$ cat src/rtl/pcie_datalink_pkg.sv
// Shared data-link-layer definitions: DLLP type codes, flow-control DLLP view
// and the CRC-16 polynomial used on DLLPs.
package pcie_datalink_pkg;

    localparam logic [3:0] DLLP_INITFC1_P   = 4'h4;
    localparam logic [3:0] DLLP_INITFC1_NP  = 4'h5;
    localparam logic [3:0] DLLP_INITFC1_CPL = 4'h6;
    localparam logic [3:0] DLLP_INITFC2_P   = 4'hC;
    localparam logic [3:0] DLLP_INITFC2_NP  = 4'hD;
    localparam logic [3:0] DLLP_INITFC2_CPL = 4'hE;
    localparam logic [3:0] DLLP_UPDATEFC_P  = 4'h8;
    localparam logic [3:0] DLLP_UPDATEFC_NP = 4'h9;
    localparam logic [3:0] DLLP_UPDATEFC_CPL = 4'hA;

    // Smallest non-infinite header credit a link partner may advertise.
    localparam logic [7:0] HdrMinCredits = 8'd1;

    localparam logic [15:0] DLLP_CRC_POLY = 16'h100B;
    localparam logic [15:0] DLLP_CRC_INIT = 16'hFFFF;

    // Low two bits of every FC type code select the credit class.
    localparam logic [1:0] FC_CLASS_P   = 2'd0;
    localparam logic [1:0] FC_CLASS_NP  = 2'd1;
    localparam logic [1:0] FC_CLASS_CPL = 2'd2;

    typedef struct packed {
        logic [3:0]  kind;
        logic        rsvd;
        logic [2:0]  vc;
        logic [7:0]  hdr_fc;
        logic [11:0] data_fc;
    } dllp_fc_t;

    // body[7:0] is byte0; scale bits (byte1[7:6], byte2[5:4]) are dropped.
    function automatic dllp_fc_t dllp_fc_decode(input logic [31:0] body);
        dllp_fc_t fc;
        fc.kind    = body[7:4];
        fc.rsvd    = body[3];
        fc.vc      = body[2:0];
        fc.hdr_fc  = {body[13:8], body[23:22]};
        fc.data_fc = {body[19:16], body[31:24]};
        return fc;
    endfunction

endpackage

$ cat src/rtl/pcie_datalink_crc.sv
// Combinational DLLP CRC-16 over a 4-byte body: byte0 first, each byte MSB
// first, non-reflected shift register seeded by crc_in_i.
module pcie_datalink_crc
    import pcie_datalink_pkg::*;
(
    input  logic [15:0] crc_in_i,
    input  logic [31:0] data_i,
    output logic [15:0] crc_o
);

    logic [15:0] crc_v;
    logic        fb;

    always_comb begin
        crc_v = crc_in_i;
        fb    = 1'b0;
        for (int b = 0; b < 4; b++) begin
            for (int k = 7; k >= 0; k--) begin
                fb    = crc_v[15] ^ data_i[b*8 + k];
                crc_v = {crc_v[14:0], 1'b0} ^ (fb ? DLLP_CRC_POLY : 16'h0000);
            end
        end
        crc_o = crc_v;
    end

endmodule

$ cat src/rtl/pcie_flow_ctrl_rx.sv
// Receive side of PCIe flow-control initialisation: parses InitFC1/InitFC2/
// UpdateFC DLLPs from an AXI-Stream, checks CRC and records VC0 credits.
module pcie_flow_ctrl_rx
    import pcie_datalink_pkg::*;
#(
    parameter int DATA_WIDTH = 32,
    parameter int KEEP_WIDTH = DATA_WIDTH / 8,
    parameter int USER_WIDTH = 3
) (
    input  logic                  clk_i,
    input  logic                  rst_i,
    input  logic [DATA_WIDTH-1:0] s_axis_tdata,
    input  logic [KEEP_WIDTH-1:0] s_axis_tkeep,
    input  logic                  s_axis_tvalid,
    input  logic                  s_axis_tlast,
    input  logic [USER_WIDTH-1:0] s_axis_tuser,
    output logic                  s_axis_tready,
    input  logic                  fc_init_en_i,
    output logic                  fc1_values_stored_o,
    output logic                  fc2_values_stored_o,
    output logic [7:0]            p_hdr_o,
    output logic [7:0]            np_hdr_o,
    output logic [7:0]            cpl_hdr_o,
    output logic [11:0]           p_data_o,
    output logic [11:0]           np_data_o,
    output logic [11:0]           cpl_data_o,
    output logic                  crc_err_o,
    output logic                  malformed_o
);

    typedef enum logic [1:0] {
        ST_HDR   = 2'd0,
        ST_CRC   = 2'd1,
        ST_DRAIN = 2'd2
    } state_e;

    state_e      state_q, state_d;
    logic        tready_q;
    logic [31:0] body_q, body_d;
    logic [15:0] crc_q, crc_d;
    logic [15:0] crc_calc;
    logic [7:0]  hdr_q  [3];
    logic [7:0]  hdr_d  [3];
    logic [11:0] data_q [3];
    logic [11:0] data_d [3];
    logic [2:0]  rec_q, rec_d;
    logic        fc1_q, fc1_d;
    logic        fc2_q, fc2_d;
    logic        fc2_pend_q, fc2_pend_d;
    logic        crc_err_q, crc_err_d;
    logic        malformed_q, malformed_d;

    logic        hs;
    logic        pkt_ok;
    logic        fc_type_ok;
    logic        init_evt;
    logic        fc2_evt;
    logic [1:0]  fc_class;
    dllp_fc_t    fc;

    // Fields the parser has no use for (CRC-beat keep, spare tuser bits).
    logic unused_inputs;
    assign unused_inputs = ^{s_axis_tkeep, s_axis_tuser[USER_WIDTH-1:1]};

    pcie_datalink_crc u_crc (
        .crc_in_i (DLLP_CRC_INIT),
        .data_i   (s_axis_tdata[31:0]),
        .crc_o    (crc_calc)
    );

    assign hs = s_axis_tvalid & tready_q;

    always_comb begin
        state_d     = state_q;
        body_d      = body_q;
        crc_d       = crc_q;
        crc_err_d   = 1'b0;
        malformed_d = 1'b0;
        pkt_ok      = 1'b0;

        case (state_q)
            ST_HDR: begin
                if (hs) begin
                    if (s_axis_tuser[0]) begin
                        if (s_axis_tlast) begin
                            malformed_d = 1'b1;
                        end else begin
                            body_d  = s_axis_tdata[31:0];
                            crc_d   = crc_calc;
                            state_d = ST_CRC;
                        end
                    end else if (!s_axis_tlast) begin
                        state_d = ST_DRAIN;
                    end
                end
            end
            ST_CRC: begin
                if (hs) begin
                    if (s_axis_tlast) begin
                        state_d = ST_HDR;
                        if (s_axis_tdata[15:0] == ~crc_q) begin
                            pkt_ok = 1'b1;
                        end else begin
                            crc_err_d = 1'b1;
                        end
                    end else begin
                        malformed_d = 1'b1;
                        state_d     = ST_DRAIN;
                    end
                end
            end
            ST_DRAIN: begin
                if (hs && s_axis_tlast) begin
                    state_d = ST_HDR;
                end
            end
            default: state_d = ST_HDR;
        endcase
    end

    // Credit bookkeeping: InitFC1/InitFC2 have kind[2]=1, InitFC2/UpdateFC kind[3]=1.
    always_comb begin
        fc         = dllp_fc_decode(body_q);
        fc_class   = fc.kind[1:0];
        fc_type_ok = (fc.vc == 3'd0) && !fc.rsvd && (fc_class != 2'b11)
                     && (fc.kind[3:2] != 2'b00);
        init_evt   = pkt_ok && fc_type_ok && fc.kind[2];
        fc2_evt    = pkt_ok && fc_type_ok && fc.kind[3];

        rec_d = rec_q;
        for (int i = 0; i < 3; i++) begin
            hdr_d[i]  = hdr_q[i];
            data_d[i] = data_q[i];
            if (init_evt && !rec_q[i] && (fc_class == 2'(i))) begin
                hdr_d[i]  = fc.hdr_fc;
                data_d[i] = fc.data_fc;
                rec_d[i]  = 1'b1;
            end
        end

        fc1_d      = fc1_q | (&rec_d);
        fc2_d      = fc2_q | (fc1_q & (fc2_evt | fc2_pend_q));
        // An InitFC2 that itself completes the set promotes to fc2 one cycle later.
        fc2_pend_d = fc2_evt & ~fc1_q & (&rec_d);

        if (!fc_init_en_i) begin
            rec_d      = 3'b000;
            fc1_d      = 1'b0;
            fc2_d      = 1'b0;
            fc2_pend_d = 1'b0;
            for (int i = 0; i < 3; i++) begin
                hdr_d[i]  = 8'd0;
                data_d[i] = 12'd0;
            end
        end
    end

    always_ff @(posedge clk_i) begin
        if (rst_i) begin
            state_q     <= ST_HDR;
            tready_q    <= 1'b0;
            body_q      <= 32'd0;
            crc_q       <= 16'd0;
            rec_q       <= 3'b000;
            fc1_q       <= 1'b0;
            fc2_q       <= 1'b0;
            fc2_pend_q  <= 1'b0;
            crc_err_q   <= 1'b0;
            malformed_q <= 1'b0;
            for (int i = 0; i < 3; i++) begin
                hdr_q[i]  <= 8'd0;
                data_q[i] <= 12'd0;
            end
        end else begin
            state_q     <= state_d;
            tready_q    <= 1'b1;
            body_q      <= body_d;
            crc_q       <= crc_d;
            rec_q       <= rec_d;
            fc1_q       <= fc1_d;
            fc2_q       <= fc2_d;
            fc2_pend_q  <= fc2_pend_d;
            crc_err_q   <= crc_err_d;
            malformed_q <= malformed_d;
            for (int i = 0; i < 3; i++) begin
                hdr_q[i]  <= hdr_d[i];
                data_q[i] <= data_d[i];
            end
        end
    end

    assign s_axis_tready       = tready_q;
    assign fc1_values_stored_o = fc1_q;
    assign fc2_values_stored_o = fc2_q;
    assign p_hdr_o             = hdr_q[FC_CLASS_P];
    assign np_hdr_o            = hdr_q[FC_CLASS_NP];
    assign cpl_hdr_o           = hdr_q[FC_CLASS_CPL];
    assign p_data_o            = data_q[FC_CLASS_P];
    assign np_data_o           = data_q[FC_CLASS_NP];
    assign cpl_data_o          = data_q[FC_CLASS_CPL];
    assign crc_err_o           = crc_err_q;
    assign malformed_o         = malformed_q;

endmodule

$ cat config.mk
export PLATFORM = sky130hd
export DESIGN_NAME = pcie_flow_ctrl_rx
export DESIGN_NICKNAME = d
export VERILOG_FILES = /design/src/rtl/pcie_datalink_pkg.sv /design/src/rtl/pcie_datalink_crc.sv /design/src/rtl/pcie_flow_ctrl_rx.sv
export SDC_FILE = /design/constraint.sdc
export NUM_CORES = 1
export LEC_CHECK = 0
export ABC_AREA = 1
export BUFFER_PORTS_ARGS = -buffer_cell sky130_fd_sc_hd__buf_2
export CORE_MARGIN = 3
export CORE_UTILIZATION = 35
export CTS_CLUSTER_DIAMETER = 80
export DETAILED_ROUTE_END_ITERATION = 8
export GPL_TIMING_DRIVEN = 0
export PLACE_DENSITY = 0.66
export SYNTH_ARGS = -nofsm -noshare
export SYNTH_HDL_FRONTEND = slang
export SYNTH_SLANG_ARGS = --single-unit
$ cat constraint.sdc
create_clock -name clk_i -period 1.93 [get_ports clk_i]
set_input_delay 0.386 -clock clk_i [delete_from_list [all_inputs] [get_ports clk_i]]
set_output_delay 0.386 -clock clk_i [all_outputs]
set_load 0.01 [all_outputs]
==> results of run 1 <==
-- placed cells by master, fill, tap and decap left out, drive strengths merged, types with 4 or more instances in the layout --
cell type  Yosys  layout
a211oi        20      20
nor2          64      64
nand3         96      96
nand3b         4       4
dfxtp        115     115
a21oi         74      74
xor2          31      31
o21ai         78      78
buf            5     158
nand2        275     275
inv          147     151
xnor2          6       6
nor3           8       8
nand4          6       6
clkinv         0       7
clkbuf        31      43
-- timing repair --
action,4_1_cts,5_1_grt
hold endpoints to repair,0,0
pin swaps,32,112
setup buffers,17,25
cloned,4,4
endpoints found under the setup margin,105,108
resized for setup,189,287
-- Yosys cell counts, types with 2 or more instances --
master and instances:
inv_4 3, nand2_1 233, nand3b_1 4, a211oi_1 20, nor4_1 2, o21ai_0 76, nand4_1 6, inv_2 8
nand2_2 29, o21ai_1 2, dfxtp_1 115, nor2_1 64, nand2_4 13, nand3_1 84, inv_1 136, nand3_2 11
clkbuf_1 31, buf_4 2, xor2_1 31, buf_6 2, a21oi_1 74, xnor2_1 6, o211ai_1 2, nor3_1 8
or2_2 2
-- registers in the layout (all words and copies together), names as in the netlist, 2 cells and up --
register	count
rec_q	3
state_q	2
body_q	28
crc_q	16
hdr_q	24
data_q	36
-- worst max-delay path, stage by stage, from the launching register on --
cell and delay, ns:
dfxtp_1 0.34, xor2_1 0.22, nand4_1 0.14, nor3_1 0.18, nand2_1 0.14, nor4_4 0.30, nand3_4 0.20, buf_4 0.21
o21ai_0 0.17, a21oi_1 0.07
-- worst max path at each step --
stage / startpoint / to / cells after the start
finish: crc_q[5] / hdr_q[0][15] / 9
global route: crc_q[5] / hdr_q[0][15] / 9
CTS: crc_q[2] / hdr_q[0][10] / 9
detailed placement: s_axis_tdata[4] / crc_q[3] / 21
global placement: s_axis_tdata[4] / crc_q[3] / 21
floorplan: s_axis_tdata[4] / crc_q[1] / 21
-- power breakdown --
group | internal (mW) | total (mW) | switching [mW]
sequential | 2.41 | 2.47 | 0.0548
combinational | 1.15 | 2.98 | 1.84
clock | 1.81 | 3.05 | 1.24
total | 5.37 | 8.50 | 3.13
-- through the flow --
| step | TNS, ns | area (um2) | setup WS, ns |
|---|---|---|---|
| finish | -4.959 | 10170 | -0.1591 |
| global placement | -42.79 | 7441 | -0.6153 |
| global route | -13.92 | 10170 | -0.3462 |
| CTS | -4.664 | 8762 | -0.1331 |
| detailed placement | -42.32 | 7441 | -0.6446 |
| floorplan | -0.4941 | 6669 | -0.08286 |
-- final cells by class --
type	instances	area share
buffer	36	0.03309
tap	225	0.02768
multi-input combinational	672	0.4932
sequential	115	0.2272
clock inverter	15	0.01488
clock buffer	17	0.04183
inverter	147	0.06052
timing repair buffer	148	0.1016
-- per-layer routing --
layer / vias up / GRT usage
met5: - / 0
met2: 288 / 0.3515
met4: 0 / 0.05707
met1: 3321 / 0.2662
met3: 47 / 0.03370
li1: 3429 / -
-- cell families after synthesis --
| kind of cell | count (synthesis) |
|---|---|
| and+or+nand+nor | 460 |
| buffers and inverters | 183 |
| DFF | 115 |
| AOI/OAI and AO/OA | 175 |
| xor gates and xnor gates | 37 |
==> flow_summary.json, run 1 <==
{
  "wirelength_um": 22890,
  "synth_top_area_frac": 0.3581,
  "cts_max_level": 4,
  "multiInputGateArea_mm2": 0.005016,
  "critical_path_class": "reg -> reg",
  "drt_iter0_drc": 410,
  "clock_skew_ns": 0.007051,
  "cts_buffers": 17,
  "synth_ff_type": "dfxtp_1",
  "highest_layer": "met4",
  "drc": 0,
  "firstDrtPassIters": 5,
  "num_io_pins": 109,
  "dp_hpwl_um": 15520,
  "viasPerCell": 5.153,
  "path_max_fanout": 7,
  "yosysWarnings": 0,
  "synth_nets": 1014,
  "seqCellArea_mm2": 0.002311,
  "p_per_area_mw_per_mm2": 835.6,
  "fillerInstances": 1528,
  "die_w_um": 141.5,
  "track_usage": 0.2048,
  "cts_max_path_buffers": 2,
  "placeableCoreArea_mm2": 0.01766,
  "hold_start": "s_axis_tdata[19]",
  "worst_pin_slew_ns": 0.7265,
  "cts_tree": "done",
  "synth_top_family_by_area": "simple AND/OR/NAND/NOR gates",
  "wl_met1_um": 9286,
  "overflow": 0,
  "synth-edff-count": 0,
  "num-nets-final": 1181,
  "clk_pin_slew_ns": 0.06,
  "drv_slew": 0,
  "ys_seq_area_frac": 0.3581,
  "yosysUniqueCellTypes": 31,
  "route.met3.wl_um": 1614,
  "cts_num_sinks": 115,
  "avgRoutedWirePerCell_um": 16.65,
  "dp.cells": 1293,
  "ctsRootBufferMaster": "clkbuf_16",
  "r2r-end": "hdr_q[0][15]",
  "r2r_slack_ns": -0.16,
  "synth_compound_area_frac": 0.1458,
  "maxCapViolCount": 0,
  "final_cell_count_no_fill": 1375,
  "holdWs_ns": 0.2603,
  "grt_pass1_wl_um": 32620,
  "status": "complete, but fails checks",
  "rsz0062_at_grt": "yes",
  "synthArstFlopShare": 0,
  "post-route-period-util": 1.082,
  "yosys.area.top_type": "dfxtp_1",
  "met2WireLength_um": 11440,
  "hold_viol_final": 0,
  "synthSimpleGateAreaFrac": 0.3342,
  "arrival_ns": 2.39,
  "muxShareOfSynthArea": 0,
  "initial_core_util": 0.3641,
  "grt_max_degree": 17,
  "power.leakage_nw": 4.613,
  "yosys-top-cells-area": "dfxtp_1 36%, nand2_1 14%, inv_1 7.9%",
  "synthAdderAreaFrac": 0,
  "hold_depth": 3,
  "postRouteAntennaNets": 0,
  "port_buffers": 98,
  "layout-drive-gt1-share": 0.4643,
  "die_h_um": 141.5,
  "routed-via-count": 7085,
  "r2r_start": "crc_q[5]",
  "failed_checks": "setup timing",
  "syn_avg_cell_area_um2": 6.627,
  "gp_congestion": 0.9071,
  "placementRows": 48,
  "antenna_found_initial": 0,
  "synth_area_mm2": 0.006429,
  "fmaxAchievable_mhz": 478.7,
  "synth_xor_area_frac": 0.05041,
  "dieArea_mm2": 0.02003,
  "synth_seq_cells": 115,
  "clock_latency_ns": 0.42,
  "crit_required_ns": 2.23,
  "synth_cells": 970,
  "hold_buffers": 0,
  "worstRegToRegCells": 9,
  "min_delay_worst_endpoint": "body_q[19]",
  "worst_slack_ns": -0.1591,
  "min_path_type": "in -> reg",
  "syn_to_final_growth_pct": 58.21,
  "setup_violations": 55,
  "fin_crit_ns": 2.089,
  "grt_pass1_vias": 6350,
  "worstSetupStartpointType": "flip-flop",
  "utilization": 0.5760,
  "peakVddDrop_uv": 690.5,
  "relSlewSlack": 0.5157,
  "end_kind": "flip-flop",
  "p_total_mw": 8.499,
  "n_antenna_cell": 0
}
Note: power is estimated with default switching activity, not from simulation.
==> run 2, diff against run 1 <==
Settings changed: ABC_AREA 1 to default, PLACE_DENSITY 0.66 to default, PLACE_DENSITY_LB_ADDON from default to 0.1, SLEW_MARGIN from default to 20.
==> run 2 against run 1 <==
  * The flow still finishes with violations (setup timing)
  * Worst hold slack got worse by 0.042 ns
  * Sequential share of layout area rose by 5.0 points
  * Via count fell by 34%
  * Combinational power rose to 2.7 times the previous value
  * Non-clock buffer count grew 5
  * Synthesized area shrank 12%
  * Critical endpoint is now crc_q[3]
  * Largest cell class unchanged
  * Highest routed layer unchanged
==> flow_summary.json, run 2 <==
{
  "avgRoutedWirePerCell_um": 17.49,
  "clkPwrFrac": 0.225,
  "cts_num_sinks": 115,
  "rsz0062_at_grt": "yes",
  "min_delay_worst_endpoint": "s_axis_tready",
  "synth_area_mm2": 0.005634,
  "largest_reg_flops": 36,
  "combinationalPowerShare": 0.589,
  "drv_slew": 0,
  "syn_to_final_growth_pct": 47.97,
  "synth_compound_area_frac": 0.07217,
  "synthTopCellsByCount": "123 x nand2_1, 115 x dfxtp_1, 62 x a21oi_1",
  "worst_pin_slew_ns": 0.6477,
  "fmaxAchievable_mhz": 403.7,
  "clock_latency_ns": 0.42,
  "seq_power_share": 0.186,
  "hold_start": "rst_i",
  "final_cell_count_no_fill": 977,
  "port_buffers": 96,
  "die_h_um": 132.9,
  "path_max_fanout": 3,
  "synth_nets": 625,
  "yosys-top-cells-area": "dfxtp_1 41%, nand2_1 8.2%, xnor2_1 8.1%",
  "synth_cells": 581,
  "track_usage": 0.1912,
  "synth-edff-count": 0,
  "initial_core_util": 0.3639,
  "n_antenna_cell": 0,
  "p_int_mw": 9.138,
  "routed-via-count": 4642,
  "worstRegToRegCells": 10,
  "synth_top_family_by_area": "XOR/XNOR gates",
  "firstDrtPassIters": 5,
  "min_path_type": "in -> reg",
  "slowest_delay_ns": 0.53,
  "overflow": 0,
  "ys_seq_area_frac": 0.4086,
  "synth_most_common_cell": "nand2_1",
  "fin_crit_ns": 2.477,
  "reg.largest.list": "data_q: 36 flops, body_q: 28 flops, hdr_q: 24 flops",
  "crit_chain": "buf_12 -> xor3_2 -> buf_12 -> xnor2_4 -> xnor3_2 -> xnor2_4 -> xnor3_2 -> buf_6 -> xnor3_1 -> nand2_1 -> a21oi_2",
  "r2r_start": "crc_q[8]",
  "gp_congestion": 0.7992,
  "synthAdderAreaFrac": 0,
  "fillerInstances": 1370,
  "num_io_pins": 109,
  "relSlewSlack": 0.5682,
  "clock_skew_ns": 0.01337,
  "r2r_slack_ns": -0.50,
  "viasPerCell": 4.751,
  "yosys.area.top_type": "dfxtp_1",
  "synth_xor_area_frac": 0.2685,
  "regMostFlops": "data_q",
  "die_w_um": 132.9,
  "cts_buffers": 17,
  "postRouteAntennaNets": 0,
  "maxCapViolCount": 0,
  "antenna_found_initial": 0,
  "grt_max_degree": 17,
  "syn_avg_cell_area_um2": 9.697,
  "clk_pin_slew_ns": 0.06,
  "failed_checks": "setup timing",
  "num-nets-final": 797,
  "r2r-end": "hdr_q[0][15]",
  "dp.cells": 888,
  "synth_ff_type": "dfxtp_1",
  "drt_iter0_drc": 195,
  "placeableCoreArea_mm2": 0.01548,
  "layout-drive-gt1-share": 0.3982,
  "cts_max_level": 4,
  "synth_top_area_frac": 0.4086,
  "grt_pass1_vias": 4574,
  "dp_hpwl_um": 12070,
  "yosysWarnings": 0,
  "holdWs_ns": 0.2185,
  "cts_tree": "done",
  "cpMaxStageDelayCell": "xnor3_2",
  "p_total_mw": 13.55,
  "ctsRootBufferMaster": "clkbuf_16",
  "drc": 0,
  "peakVddDrop_uv": 2133,
  "critical_path_class": "in -> reg",
  "synthArstFlopShare": 0,
  "worstSetupStartpointType": "input port",
  "crit_required_ns": 2.21,
  "hold_buffers": 0,
  "muxShareOfSynthArea": 0.07284,
  "grt_pass1_wl_um": 25960,
  "placementRows": 45,
  "power.leakage_nw": 3.419,
  "synthSimpleGateAreaFrac": 0.1428,
  "wirelength_um": 17080,
  "pre_cts_slack_ns": -1.318,
  "p_switching_mw": 4.413,
  "yosysUniqueCellTypes": 37,
  "hold_viol_final": 0,
  "hold_depth": 2,
  "synth_seq_cells": 115,
  "final_common_cell": "nand2_1",
  "seqCellArea_mm2": 0.002311,
  "post-route-period-util": 1.283,
  "p_sw_frac": 0.3256,
  "status": "complete, but fails checks",
  "end_kind": "flip-flop",
  "p_per_area_mw_per_mm2": 1625,
  "multiInputGateArea_mm2": 0.003696,
  "cts_max_path_buffers": 2,
  "dieArea_mm2": 0.01766,
  "final_cell_mix": "114 x nand2_1, 108 x dfxtp_1, 92 x buf_2",
  "worst_slack_ns": -0.5470,
  "setup_violations": 81,
  "arrival_ns": 2.75
}
[run 2: repair_timing]
action,in CTS,in global routing
setup endpoints to repair,96,96
resized for setup,97,61
setup buffers,46,12
gates cloned,3,3
pin swaps,52,33
[run 2: power groups by stage]
| stage | logic (mW) | registers (mW) | clock network, mW |
|---|---|---|---|
| after floorplan | 4.21 | 2.55 | 0 |
| after global placement | 5.01 | 2.56 | 0 |
| after detailed placement | 4.99 | 2.57 | 0 |
| after CTS | 7.20 | 2.52 | 3.10 |
| after global routing | 8.43 | 2.53 | 3.22 |
| final | 7.98 | 2.52 | 3.05 |
[run 2: per-stage QoR]
step	setup TNS [ns]	cell area [um2]	utilization
floorplan	-29.83	5768	-
global placement	-61.90	6513	0.4206
detailed placement	-63.76	6513	0.4206
CTS	-36.90	7938	0.5126
global route	-41.88	8337	0.5384
finish	-32.68	8337	0.5384
[run 2: final cells by class]
cell class / count / share of cell area
plain buffers: 36 / 0.04097
clock buffers: 19 / 0.05313
clock inverters: 13 / 0.01636
inverters: 5 / 0.002251
multi-input cells: 425 / 0.4433
flip-flops and latches: 115 / 0.2772
well taps: 211 / 0.03167
repair buffers: 153 / 0.1351
[run 2: critical path: cells and delay by family]
family | cells | cell delay [ns]
buffers and inverters | 3 | 0.36
XOR/XNOR | 6 | 1.85
AND/OR/NAND/NOR | 1 | 0.09
AO/OA/AOI/OAI | 1 | 0.05
[run 2: worst max-delay path by stage]
stage                          from          end  cells after the start
global placement    s_axis_tdata[3]     crc_q[3]                      9
floorplan           s_axis_tdata[3]     crc_q[3]                      8
finish              s_axis_tdata[2]     crc_q[3]                     11
detailed placement  s_axis_tdata[3]     crc_q[3]                      9
CTS                 s_axis_tdata[7]     crc_q[3]                     10
global route               crc_q[8]  hdr_q[0][8]                     10
[run 2: metal layers]
metal / wire length, um / up-vias / share of wire / GRT usage
li1: - / 2269 / - / -
met3: 666 / 22 / 0.039 / 0.04106
met5: 0 / - / 0 / 0
met1: 7621 / 2236 / 0.45 / 0.2550
met2: 8544 / 115 / 0.50 / 0.3138
met4: 250 / 0 / 0.015 / 0.05312
[run 2: kinds of logic after synthesis]
group | Yosys count
AND/OR/NAND/NOR | 198
flip-flops | 115
XOR/XNOR | 111
AO/OA/AOI/OAI | 75
multiplexers | 41
buffers and inverters | 41
